<file path="config.mk">
export PLATFORM = sky130hd
export DESIGN_NAME = inv_subbytes_sched
export DESIGN_NICKNAME = d
export VERILOG_FILES = /design/src/rtl/inv_subbytes_sched.sv
export SDC_FILE = /design/constraint.sdc
export NUM_CORES = 2
export LEC_CHECK = 0
export CAP_MARGIN = 0
export CORE_ASPECT_RATIO = 0.6
export CORE_MARGIN = 4
export CORE_UTILIZATION = 63
export CTS_BUF_LIST = sky130_fd_sc_hd__clkbuf_4 sky130_fd_sc_hd__clkbuf_8
export CTS_CLUSTER_SIZE = 14
export DETAILED_ROUTE_END_ITERATION = 8
export PLACE_DENSITY = 0.85
export SLEW_MARGIN = 10
export SYNTH_ARGS = -nofsm -noshare
export SYNTH_HDL_FRONTEND = slang
export SYNTH_SLANG_ARGS = --single-unit
</file>
<file path="constraint.sdc">
create_clock -name clk -period 23.8 [get_ports clk]
set_input_delay 4.76 -clock clk [delete_from_list [all_inputs] [get_ports clk]]
set_output_delay 4.76 -clock clk [all_outputs]
set_load 0.05 [all_outputs]
</file>
<file path="src/rtl/inv_subbytes_sched.sv">
`default_nettype none
// ============================================================================
// Module   : inv_subbytes_sched
// Function : Folded inverse-SubBytes engine shared by two requesters through
//            a round-robin arbiter; LANES bytes are substituted per cycle.
// Revision : 1.0
// ============================================================================
module inv_subbytes_sched #(
    parameter int LANES = 4
) (
    input  logic         clk,
    input  logic         rst_n,
    input  logic         s0_valid,
    output logic         s0_ready,
    input  logic [127:0] s0_data,
    input  logic         s1_valid,
    output logic         s1_ready,
    input  logic [127:0] s1_data,
    output logic         m_valid,
    input  logic         m_ready,
    output logic [127:0] m_data,
    output logic         m_id,
    output logic         busy
);
    localparam int BEATS = 16 / LANES;
    localparam int BW    = 8 * LANES;
    localparam int CW    = (BEATS > 1) ? $clog2(BEATS) : 1;
    localparam logic [CW-1:0] LAST_BEAT = CW'(BEATS - 1);

    localparam logic [1:0] S_IDLE = 2'd0;
    localparam logic [1:0] S_RUN  = 2'd1;
    localparam logic [1:0] S_DONE = 2'd2;

    function automatic logic [7:0] gmul(input logic [7:0] a, input logic [7:0] b);
        logic [7:0] p;
        logic [7:0] x;
        p = 8'h00;
        x = a;
        for (int i = 0; i < 8; i++) begin
            if (b[i]) p = p ^ x;
            x = {x[6:0], 1'b0} ^ (x[7] ? 8'h1b : 8'h00);
        end
        return p;
    endfunction

    // Multiplicative inverse as x^254; zero maps to zero naturally.
    function automatic logic [7:0] gfinv(input logic [7:0] x);
        logic [7:0] x2, x3, x12, x15, x240;
        x2   = gmul(x, x);
        x3   = gmul(x2, x);
        x12  = gmul(gmul(x3, x3), gmul(x3, x3));
        x15  = gmul(x12, x3);
        x240 = gmul(x15, x15);
        x240 = gmul(x240, x240);
        x240 = gmul(x240, x240);
        x240 = gmul(x240, x240);
        return gmul(gmul(x240, x12), x2);
    endfunction

    function automatic logic [7:0] inv_sbox(input logic [7:0] s);
        logic [7:0] b;
        b = {s[6:0], s[7]} ^ {s[4:0], s[7:5]} ^ {s[1:0], s[7:2]} ^ 8'h05;
        return gfinv(b);
    endfunction

    logic [1:0]    state_q, state_d;
    logic [CW-1:0] beat_q, beat_d;
    logic          ptr_q, ptr_d;
    logic          id_q, id_d;
    logic [127:0]  buf_q, buf_d;

    logic          w_grant0, w_grant1;
    logic [BW-1:0] w_sub;
    logic [127:0]  w_next;

    assign w_grant0 = s0_valid & (~s1_valid | ~ptr_q);
    assign w_grant1 = s1_valid & (~s0_valid |  ptr_q);

    always_comb begin
        w_sub = '0;
        for (int i = 0; i < LANES; i++) begin
            w_sub[BW-1-8*i -: 8] = inv_sbox(buf_q[127-8*i -: 8]);
        end
    end

    // The buffer rotates left one lane group per beat, so the top slice is
    // always the next one to substitute and the order is restored after BEATS.
    if (BEATS == 1) begin : g_single
        assign w_next = w_sub;
    end else begin : g_multi
        assign w_next = {buf_q[127-BW:0], w_sub};
    end

    always_comb begin
        state_d = state_q;
        beat_d  = beat_q;
        ptr_d   = ptr_q;
        id_d    = id_q;
        buf_d   = buf_q;
        case (state_q)
            S_IDLE: begin
                if (w_grant0 | w_grant1) begin
                    buf_d   = w_grant1 ? s1_data : s0_data;
                    id_d    = w_grant1;
                    beat_d  = '0;
                    state_d = S_RUN;
                end
            end
            S_RUN: begin
                buf_d  = w_next;
                beat_d = beat_q + CW'(1);
                if (beat_q == LAST_BEAT) state_d = S_DONE;
            end
            S_DONE: begin
                if (m_ready) begin
                    state_d = S_IDLE;
                    ptr_d   = ~id_q;
                end
            end
            default: state_d = S_IDLE;
        endcase
    end

    always_ff @(posedge clk or negedge rst_n) begin
        if (!rst_n) begin
            state_q <= S_IDLE;
            beat_q  <= '0;
            ptr_q   <= 1'b0;
            id_q    <= 1'b0;
            buf_q   <= '0;
        end else begin
            state_q <= state_d;
            beat_q  <= beat_d;
            ptr_q   <= ptr_d;
            id_q    <= id_d;
            buf_q   <= buf_d;
        end
    end

    assign s0_ready = (state_q == S_IDLE) & w_grant0;
    assign s1_ready = (state_q == S_IDLE) & w_grant1;
    assign m_valid  = (state_q == S_DONE);
    assign m_data   = m_valid ? buf_q : '0;
    assign m_id     = m_valid & id_q;
    assign busy     = (state_q != S_IDLE);

endmodule
`default_nettype wire

</file>
==> impl_metrics.toml <==
[logic_synthesis]
syn_area_mm2 = 0.0540
synthCells = 6995
ys_warn_count = 0
ys_ff_latch = 134
ys_types = 130
avgSynthCellArea_um2 = 7.72
async_flop_share_pct = 100
mappedNetlistNets = 7281
synth_edf_count = 0
yosysSeqAreaShare_pct = 6.21
synthFlopType = "dfrtp_1"

[critical_path]
cp_num_buf_inv = 7
required_ps = 24270
critPathKind = "reg -> reg"
worstSetupStartpointType = "flop"
worstSetupEndpointType = "flop"
crit_path_frequent_cell = "xnor2_1"
crit_slowest_cell = "xnor2_1"
cp-startpoint = "buf_q[100]"
cpPeakStageDelay_ps = 960
rr_startpoint = "buf_q[100]"
arrival_ps = 22390
crit_family = "XOR/XNOR gates"
cp_max_fo = 29

[clocking]
h-tree-depth = 4
clk_latency_ps = 630
cts_buffer_depth = 2
cts_setup_buffers = 0
numClockSinks = 134
numCtsBuffers = 17
clk_pin_slew_ps = 110
postCtsResizedCells = 0
holdBufCountCts = 0
cts_tree = "yes"
clockRootBuffer = "clkbuf_8"

[place]
io_buffers = 393
placed_cell_area_mm2 = 0.0582
dpl.hpwl_um = 137000
gp_congestion = 1.04
dp_cells = 8199

[floorplanning]
ioPinCount = 394
row_count = 82
core_area_mm2 = 0.0842
die_h_um = 235
die_area_mm2 = 0.0907
start_util_pct = 64.1
die_w_um = 386

[route]
drtAntennaViolNets = 0
drc = 0
via_per_inst = 6.43
wl_um = 180000
dr.pass1.iters = 9
drt-wirelength-per-cell_um = 21.9
num_vias = 52961
drtIter0Drc = 7846

[timing]
setup_violations = 0
fmax_mhz = 45.6
tightest_slew_ps = 1210
holdWs_ps = 499
slew_violations = 0
maxSlewHeadroom_pct = 18.7
rsz0062_at_grt = "false"
min_period_ps = 21930
fin_skew_ps = 44.9
period_share_pct = 92.1
tns_ps = 0
hold_viol = 0

[layout]
seq_area_mm2 = 0.00336
fin_cells = 8235
layout-drive-gt1-share_pct = 7.64
design_area_mm2 = 0.0587
area_growth_pct = 8.60
nNetsFinal = 7370
fillers = 6859
multi_input_area_mm2 = 0.0475

[global_routing]
grt.total_usage_pct = 37.9
grt_max_degree = 87
grt_pass1_vias = 47912
grt_first_pass_wirelength_um = 278000
overflow = 0
antenna_found_initial = 8

[hold_path]
worstHoldStart = "beat_q[0]"
hold_path.class = "reg -> reg"

[flow_run]
cap_viol_max_count = 0

[run_status]
status = "finished, final reports clean"
final timing paths:
check                           slack, ps  cells past startpoint         end
worst max-delay path                 1870                     61    buf_q[5]
worst min-delay path                  500                      1   beat_q[0]
worst max register to register       1870                     61    buf_q[5]
worst min register to register        500                      1   beat_q[0]
max in group asynchronous           17960                      2  state_q[0]
min in group asynchronous            4200                      1   buf_q[65]
placed cells by master (no fill, tap or decap), types with 103 or more instances in the layout:
master,instances
dfrtp_1,133
clkdlybuf4s50_1,392
nand3_1,146
nand2_1,825
mux2i_1,202
xnor2_2,103
inv_1,188
xnor3_1,251
xnor2_1,1213
xor2_1,389
o21ai_0,293
and2_1,170
nor2_1,795
nor3_1,136
a21oi_1,323
buf_4,160
registers in the layout, summed over array words and instances, names as in the netlist:
name and flops:
ptr_q 1, state_q 2, id_q 1, beat_q 2, buf_q 128
metal layers:
metal | GRT usage, % | vias up | share of wire (%)
met5 | 0 | - | 0.14
met4 | 12.6 | 6 | 3.6
met3 | 11.8 | 346 | 15
met2 | 51.5 | 3471 | 39
met1 | 56.3 | 25066 | 42
li1 | - | 24072 | -
synthesized netlist by cell type (146+ instances only):
library cell	n	area [um2]
a21oi_1	323	1620
and2_1	170	1060
clkbuf_1	239	897
inv_1	188	706
mux2i_1	202	2020
nand2_1	826	3100
nand3_1	146	731
nor2_1	796	2990
o21ai_0	294	1470
xnor2_1	1222	10700
xnor3_1	251	5650
xor2_1	390	3420
per-stage QoR:
step	worst slack, ps	utilization, %
floorplan	6550	-
global placement	3300	69.1
detailed placement	2590	69.1
CTS	2520	69.6
global route	330	69.6
finish	1870	69.7
final cells by class:
cell class	count	share of cell area, %
diodes	4	0.0171
clock buffers	18	0.422
clock inverters	14	0.318
inverters	213	1.36
multi-input cells	6165	81.0
flip-flops and latches	134	5.72
well taps	1134	2.42
repair buffers	553	8.75
logic make-up (layout without fill, tap and decap cells):
group / count (synthesis) / after routing / synth area share (%)
muxes: 250 / 250 / 4.75
buffers and inverters: 696 / 798 / 6.07
xor gates and xnor gates: 2092 / 2092 / 45.1
DFF: 134 / 134 / 6.21
other: 0 / 4 / 0
adders and majority gates: 29 / 29 / 0.655
and+or+nand+nor: 2448 / 2448 / 20.6
AOI/OAI and AO/OA: 1346 / 1346 / 16.7
Power is not shown: default switching activity piles up to over one toggle a cycle in this logic, so the estimate is an artifact.
